## src/rtl/pu_packer_pkg.sv

```systemverilog
// Shared types and width helpers for the PU write packer.
package pu_packer_pkg;

  typedef enum logic [1:0] {
    RUN   = 2'd0,
    PAD   = 2'd1,
    DRAIN = 2'd2
  } pu_state_e;

  function automatic int slot_width(input int pack);
    return (pack > 1) ? $clog2(pack) : 1;
  endfunction

  function automatic int count_width(input int burst_len);
    return (burst_len > 1) ? $clog2(burst_len) : 1;
  endfunction

  function automatic int ptr_width(input int depth);
    return (depth > 1) ? $clog2(depth) : 1;
  endfunction

endpackage

```

## src/rtl/packer_fifo.sv

```systemverilog
// Beat FIFO for the write packer: power-of-two depth, head read straight from storage.
module packer_fifo
  import pu_packer_pkg::*;
#(
  parameter int WIDTH = 129,
  parameter int DEPTH = 4
) (
  input  logic             clk,
  input  logic             reset,
  input  logic             push,
  input  logic [WIDTH-1:0] push_data,
  input  logic             pop,
  output logic [WIDTH-1:0] head,
  output logic             full,
  output logic             empty
);

  localparam int PTR_W = ptr_width(DEPTH);

  logic [WIDTH-1:0] mem [DEPTH];
  logic [PTR_W-1:0] wr_ptr;
  logic [PTR_W-1:0] rd_ptr;
  logic [PTR_W:0]   count;
  logic             do_push;
  logic             do_pop;

  assign full    = (count == (PTR_W+1)'(DEPTH));
  assign empty   = (count == '0);
  assign do_push = push & ~full;
  assign do_pop  = pop & ~empty;
  // Head is forced to zero when empty so stale or discarded beats never show.
  assign head    = empty ? '0 : mem[rd_ptr];

  always_ff @(posedge clk) begin
    if (do_push) mem[wr_ptr] <= push_data;
  end

  always_ff @(posedge clk or negedge reset) begin
    if (!reset) begin
      wr_ptr <= '0;
      rd_ptr <= '0;
      count  <= '0;
    end else begin
      if (do_push) wr_ptr <= wr_ptr + 1'b1;
      if (do_pop)  rd_ptr <= rd_ptr + 1'b1;
      count <= count + (PTR_W+1)'(do_push) - (PTR_W+1)'(do_pop);
    end
  end

endmodule

```

## src/rtl/pu_write_packer.sv

```systemverilog
// Packs PACK PU words into one memory beat, buffers beats and marks burst ends.
// Optional counters enabled by defining PU_WRITE_PACKER_PERF_EN.
module pu_write_packer
  import pu_packer_pkg::*;
#(
  parameter int OP_WIDTH   = 16,
  parameter int NUM_PE     = 4,
  parameter int PACK       = 2,
  parameter int FIFO_DEPTH = 4,
  parameter int BURST_LEN  = 16,
  localparam int DW = NUM_PE * OP_WIDTH,
  localparam int BW = PACK * DW
) (
  input  logic          clk,
  input  logic          reset,
  input  logic          pu_write_req,
  input  logic [DW-1:0] pu_write_data,
  output logic          pu_write_ready,
  input  logic          flush,
  output logic          flush_done,
  output logic          wr_valid,
  input  logic          wr_ready,
  output logic [BW-1:0] wr_data,
  output logic          wr_last,
  output logic          busy,
`ifdef PU_WRITE_PACKER_PERF_EN
  output logic [31:0]   stall_cycles,
  output logic [31:0]   beats_out,
`endif
  output logic [1:0]    state_dbg
);

  localparam int SLOT_W = slot_width(PACK);
  localparam int CNT_W  = count_width(BURST_LEN);
  localparam logic [SLOT_W-1:0] LAST_SLOT = SLOT_W'(PACK - 1);
  localparam logic [CNT_W-1:0]  LAST_CNT  = CNT_W'(BURST_LEN - 1);

  pu_state_e         state;
  logic              run_en;
  logic [SLOT_W-1:0] slot;
  logic [CNT_W-1:0]  push_cnt;
  logic [BW-1:0]     pack_reg;
  logic              fifo_full;
  logic              fifo_empty;
  logic              accept;
  logic              pop;
  logic              push;
  logic              push_last;
  logic [BW-1:0]     push_beat;
  logic [BW:0]       fifo_head;

  // Both ports use valid/ready: a transfer happens on a rising edge where both are
  // high; the source holds data stable until then and valid never waits on ready.
  assign pu_write_ready = run_en & (state == RUN) & ~fifo_full;
  assign accept         = pu_write_req & pu_write_ready;
  assign wr_valid       = ~fifo_empty;
  assign pop            = wr_valid & wr_ready;
  assign {wr_last, wr_data} = fifo_head;
  assign busy           = (state != RUN) | ~fifo_empty | (slot != '0);
  assign state_dbg      = state;

  // pack_reg is cleared after every beat, so unfilled slots are already zero padding.
  always_comb begin
    push      = 1'b0;
    push_last = 1'b0;
    push_beat = pack_reg;
    case (state)
      RUN: begin
        if (accept && slot == LAST_SLOT) begin
          push = 1'b1;
          push_beat[(PACK-1)*DW +: DW] = pu_write_data;
          push_last = (push_cnt == LAST_CNT);
        end
      end
      PAD: begin
        if (slot != '0) begin
          push      = ~fifo_full;
          push_last = 1'b1;
        end else if (push_cnt != '0) begin
          push      = ~fifo_full;
          push_beat = '0;
          push_last = 1'b1;
        end
      end
      default: ;
    endcase
  end

  always_ff @(posedge clk or negedge reset) begin
    if (!reset) begin
      state      <= RUN;
      run_en     <= 1'b0;
      slot       <= '0;
      push_cnt   <= '0;
      pack_reg   <= '0;
      flush_done <= 1'b0;
    end else begin
      run_en     <= 1'b1;
      flush_done <= 1'b0;
      case (state)
        RUN: begin
          if (accept) begin
            if (slot == LAST_SLOT) begin
              slot     <= '0;
              pack_reg <= '0;
              push_cnt <= (push_cnt == LAST_CNT) ? '0 : push_cnt + 1'b1;
            end else begin
              pack_reg[slot*DW +: DW] <= pu_write_data;
              slot <= slot + 1'b1;
            end
          end
          if (flush) state <= PAD;
        end
        PAD: begin
          if (slot != '0) begin
            if (!fifo_full) begin
              slot     <= '0;
              pack_reg <= '0;
              push_cnt <= '0;
              state    <= DRAIN;
            end
          end else if (push_cnt != '0) begin
            if (!fifo_full) begin
              push_cnt <= '0;
              state    <= DRAIN;
            end
          end else begin
            state <= DRAIN;
          end
        end
        DRAIN: begin
          if (fifo_empty) begin
            flush_done <= 1'b1;
            state      <= RUN;
          end
        end
        default: state <= RUN;
      endcase
    end
  end

  packer_fifo #(
    .WIDTH (BW + 1),
    .DEPTH (FIFO_DEPTH)
  ) u_fifo (
    .clk       (clk),
    .reset     (reset),
    .push      (push),
    .push_data ({push_last, push_beat}),
    .pop       (pop),
    .head      (fifo_head),
    .full      (fifo_full),
    .empty     (fifo_empty)
  );

`ifdef PU_WRITE_PACKER_PERF_EN
  always_ff @(posedge clk or negedge reset) begin
    if (!reset) begin
      stall_cycles <= '0;
      beats_out    <= '0;
    end else begin
      if (pu_write_req && !pu_write_ready && stall_cycles != '1)
        stall_cycles <= stall_cycles + 32'd1;
      if (pop && beats_out != '1)
        beats_out <= beats_out + 32'd1;
    end
  end
`endif

endmodule

```

## config.mk

```make
export PLATFORM = sky130hd
export DESIGN_NAME = pu_write_packer
export DESIGN_NICKNAME = d
export VERILOG_FILES = /design/src/rtl/pu_packer_pkg.sv /design/src/rtl/packer_fifo.sv /design/src/rtl/pu_write_packer.sv
export SDC_FILE = /design/constraint.sdc
export NUM_CORES = 1
export LEC_CHECK = 0
export BUFFER_PORTS_ARGS = -buffer_cell sky130_fd_sc_hd__buf_2
export CAP_MARGIN = 20
export CORE_ASPECT_RATIO = 0.8
export CORE_UTILIZATION = 55
export CTS_CLUSTER_SIZE = 14
export DETAILED_ROUTE_END_ITERATION = 16
export PLACE_DENSITY = 0.8
export REMOVE_ABC_BUFFERS = 1
export SETUP_SLACK_MARGIN = 0.4
export SYNTH_ARGS = -nofsm -noshare
export SYNTH_HDL_FRONTEND = slang
export SYNTH_SLANG_ARGS = --single-unit
export TNS_END_PERCENT = 30
```

## constraint.sdc

```tcl
create_clock -name clk -period 8.8 [get_ports clk]
set_input_delay 1.32 -clock clk [delete_from_list [all_inputs] [get_ports clk]]
set_output_delay 1.32 -clock clk [all_outputs]
set_load 0.05 [all_outputs]
```

==> impl.org <==
** STA
- Portion of the clock cycle consumed by the worst path in the final layout :: 0.5591
- Endpoints failing setup :: 0
- Worst Skew :: 20.54 ps
- The clock period could shrink to 4920 ps.
- Setup repair after global routing left no endpoint under its margin.
- For this run, the top clock speed supported by timing is 203.2 MHz.
- The number of pins exceeding their max-slew limit in the final report is 0.
- At the pin with the least slew margin, the transition time is 1102 ps.
- In the final timing run, aggregate negative setup slack is 0 ps.
- Measured against its own limit, the worst slew margin works out to 0.2652.
- Count of endpoints failing hold in the final timing report :: 0

** Logic synthesis
- Cell variety after synth :: 47
- Number of enable flip-flop cells after synthesis :: 516
- Mapped cell area :: 26280 sq um
- Register bit total from synthesis :: 660
- Most used DFF post-synth :: sky130_fd_sc_hd__edfxtp_1
- For this run, asynchronously set or reset flops after synthesis account for 0.2182.
- In the synthesized netlist, the number of instances is 1591.
- Count of yosys warnings during synthesis :: 0
- Post-synthesis area per instance :: 16.52 sq um
- Of the synthesized area, sequential elements account for 0.7268.

** Hold path
- Worst Hold Path Cells :: 2
- Class of the tightest hold or removal check :: reg -> reg
- WHS Endpoint :: pack_reg[14]$_DFFE_PN0P_
- In this run the most critical hold path is launched from pack_reg[14]$_DFFE_PN0P_.

** Cells and area
- Final #Nets :: 1854
- Utilization after layout :: 0.6326
- The register with the most flip-flops in the layout has 516 of them.
- Proportion of layout cells with a drive suffix above 1 :: 0.2519
- Area Growth Syn to Fin :: 13.35%
- Number of fillers in the final layout :: 3267

** Placement
- Post-DP HPWL :: 30920 um
- RePlAce Congestion :: 0.7518
- Port bufs :: 203

** Clock network
- In this run the clock root is driven by a sky130_fd_sc_hd__clkbuf_16.
- Clock buffer count from CTS :: 61
- Post-cts gate resize count :: 0
- # Post-CTS Setup Buffers :: 0
- Latest clock arrival within the worst-skew pair :: 620 ps
- Post-CTS Hold Fix Bufs :: 0
- Clock tree from TritonCTS :: done
- Clock buffer depth :: 3
- Total number of clock tree sinks :: 660
- In this run the number of H-tree levels came out at 2.
- After clock tree synthesis, the clock-pin slew on the worst setup and hold paths is 60 ps.

** Worst setup path
- R2r worst-path depth :: 8
- Crit path largest cell delay :: 1090 ps
- Setup slack of the most critical reg-to-reg path :: 4840 ps
- For the worst setup path, the data arrival time is 3600 ps.
- Required time of the critical path :: 7480 ps
- In this run the worst path has a maximum fanout of 71.
- Critical path start-end classification :: reg -> out
- Origin of the critical flop-to-flop path :: push_cnt[0]$_DFFE_PN0P_
- Together, buffers and inverters on the worst path number 2.
- Capturing element type of the critical path :: output pin
- Ordered list of cells on the worst path :: buf_4 > mux4_2 > and2_1 > buf_2
- Endpoint of the lowest-slack register-to-register path :: u_fifo.mem[0][88]$_DFFE_PP_
- CP top delay family :: buffers and inverters
- Among all stages on the critical path, the largest delay is contributed by sky130_fd_sc_hd__dfrtp_4.
- Critical Path Start Type :: flip-flop

** Power
- Of the total power, registers draw 0.375.
- In this run the power density over the cells is 382.6 nW/um^2.
- Fraction of power spent switching nets :: 0.3990
- The analysis attributes to net switching a power of 4.547 mW.
- Worst vdd rail ir drop :: 0.3840 mV
- Of the total power, the clock network draws 0.227.
- The analysis attributes to cell leakage a power of 10.85 nW.
- The internal power of the cells totals 6.849 mW.
- Comb pwr share :: 0.398

** Routing
- Post-DR wirelength/cell :: 22.82 um
- After detailed routing, the number of vias per cell comes to 5.791.
- Violation count after the first detailed-routing iteration :: 1134
- Via total after detailed routing :: 14171
- Before antenna repair, the detailed router went through 5 iterations.
- Post-route ant nets :: 0
- Residual DRC :: 0
- After detailed routing, the total wire length is 55850 um.

** GRT
- The initial antenna violation count is 4.
- The first global-routing pass estimated 85730 um of wire.
- The number of global-route vias before repair came to 14814.
- GR Overflow Total :: 0
- Global Route Usage Sum :: 0.2372
- Maximum number of pins on one net before global-route repair :: 93

** Die
- Number of ports placed on the die boundary :: 204
- From bottom edge to top edge, the die measures 197.5 um.
- The total area inside the core boundary comes to 47080 sq um.
- Starting Density :: 0.5581
- The die covers 48660 sq um.
- Number of placement rows :: 71
- Die X :: 246.4 um

** Run status
- Run status :: complete, no violations

** Flow run
- The tool flagged a number of max-cap violations equal to 0.
==> routing by layer <==
layer  share of wire  global-route usage  up-vias
li1                -                   -     6227
met2            0.49              0.3859      499
met1            0.42              0.3259     7365
met3           0.077             0.06005       76
met5         0.00054                   0        -
met4           0.017             0.05304        4
==> kinds of logic after synthesis <==
kind of cell	count (synthesis)	synth area share
other	1	0.0001427
flip-flops	660	0.7268
buffers and inverters	110	0.02071
XOR/XNOR	5	0.001666
adder cells (fa/ha/maj)	9	0.004571
AO/OA/AOI/OAI	141	0.02924
AND/OR/NAND/NOR	534	0.1054
multiplexers	131	0.1115
==> synthesized netlist by cell type, types with 2 or more instances <==
| master | count | area (sq um) |
|---|---|---|
| sky130_fd_sc_hd__clkbuf_1 | 31 | 116.4 |
| sky130_fd_sc_hd__nor3_1 | 2 | 10.01 |
| sky130_fd_sc_hd__nand3b_1 | 3 | 22.52 |
| sky130_fd_sc_hd__nand2b_1 | 3 | 18.77 |
| sky130_fd_sc_hd__nand3_1 | 4 | 20.02 |
| sky130_fd_sc_hd__o21ai_0 | 119 | 595.6 |
| sky130_fd_sc_hd__edfxtp_1 | 516 | 15490 |
| sky130_fd_sc_hd__a21oi_1 | 3 | 15.01 |
| sky130_fd_sc_hd__nor2b_1 | 66 | 412.9 |
| sky130_fd_sc_hd__a211o_1 | 2 | 17.52 |
| sky130_fd_sc_hd__nand4_1 | 2 | 12.51 |
| sky130_fd_sc_hd__buf_1 | 13 | 48.80 |
| sky130_fd_sc_hd__xnor2_1 | 4 | 35.03 |
| sky130_fd_sc_hd__and2_1 | 198 | 1239 |
| sky130_fd_sc_hd__buf_2 | 35 | 175.2 |
| sky130_fd_sc_hd__inv_1 | 9 | 33.78 |
| sky130_fd_sc_hd__buf_4 | 19 | 142.6 |
| sky130_fd_sc_hd__mux4_2 | 129 | 2905 |
| sky130_fd_sc_hd__nor2_1 | 7 | 26.28 |
| sky130_fd_sc_hd__ha_1 | 8 | 100.1 |
| sky130_fd_sc_hd__dfrtp_1 | 144 | 3603 |
| sky130_fd_sc_hd__buf_6 | 2 | 22.52 |
| sky130_fd_sc_hd__nand2_1 | 239 | 897.1 |
| sky130_fd_sc_hd__a22o_1 | 10 | 87.58 |
==> layout by cell type (no fill, tap or decap), drive strengths merged, types with 19 or more instances in the layout <==
cell / count
nand2: 239
edfxtp: 516
dfrtp: 144
clkinv: 19
o21ai: 120
and2: 198
clkbuf: 86
buf: 223
nor2b: 66
mux4: 129
==> power by group through the flow <==
stage | Clock (mW) | Combinational (mW) | Sequential [mW]
2_1_floorplan | 0 | 3.42 | 4.41
3_3_place_gp | 0 | 4.49 | 4.30
3_5_place_dp | 0 | 4.55 | 4.34
4_1_cts | 2.64 | 4.57 | 4.28
5_1_grt | 2.75 | 4.82 | 4.32
6_report | 2.59 | 4.54 | 4.27
==> per-stage QoR <==
step	worst slack [ps]	hold WS, ps	instance area (sq um)	power (mW)	instances
6_report	3880	473.4	29790	11.40	2447
5_1_grt	3689	493.1	29780	11.89	2446
4_1_cts	3610	476.1	29730	11.49	2444
3_5_place_dp	4036	461.8	27750	8.885	2331
3_3_place_gp	4126	452.8	27750	8.792	2331
2_1_floorplan	1466	441.8	25770	7.833	1490
==> worst max-delay path by stage <==
stage                                  from                            to  cells past startpoint
5_1_grt        u_fifo.rd_ptr[1]$_DFFE_PN0P_                  wr_data[126]                      4
2_1_floorplan  u_fifo.rd_ptr[0]$_DFFE_PN0P_                    wr_data[0]                      2
3_5_place_dp                   pu_write_req  u_fifo.mem[0][102]$_DFFE_PP_                      7
4_1_cts        u_fifo.rd_ptr[0]$_DFFE_PN0P_                  wr_data[105]                      4
6_report       u_fifo.rd_ptr[1]$_DFFE_PN0P_                   wr_data[89]                      4
3_3_place_gp                   pu_write_req   u_fifo.mem[0][46]$_DFFE_PP_                      7
==> layout make-up <==
cell class	instances	area, sq um	share of cell area
clock inverters	27	276.5	0.009283
flip-flops and latches	660	19110	0.6414
clock buffers	86	1700	0.05709
repair buffers	223	1212	0.04070
well taps	620	775.7	0.02604
multi-input cells	821	6676	0.2241
diodes	1	2.502	0.00008401
inverters	9	36.28	0.001218
==> worst reg2reg max path: stages (launching register included) <==
cell and delay, ps:
sky130_fd_sc_hd__dfrtp_1 380, sky130_fd_sc_hd__inv_1 100, sky130_fd_sc_hd__ha_1 230, sky130_fd_sc_hd__nor4b_1 190, sky130_fd_sc_hd__o22a_1 200, sky130_fd_sc_hd__nor2_2 370, sky130_fd_sc_hd__and2_4 790, sky130_fd_sc_hd__buf_4 590
sky130_fd_sc_hd__buf_4 710
Power figures use the tool's default switching activity.
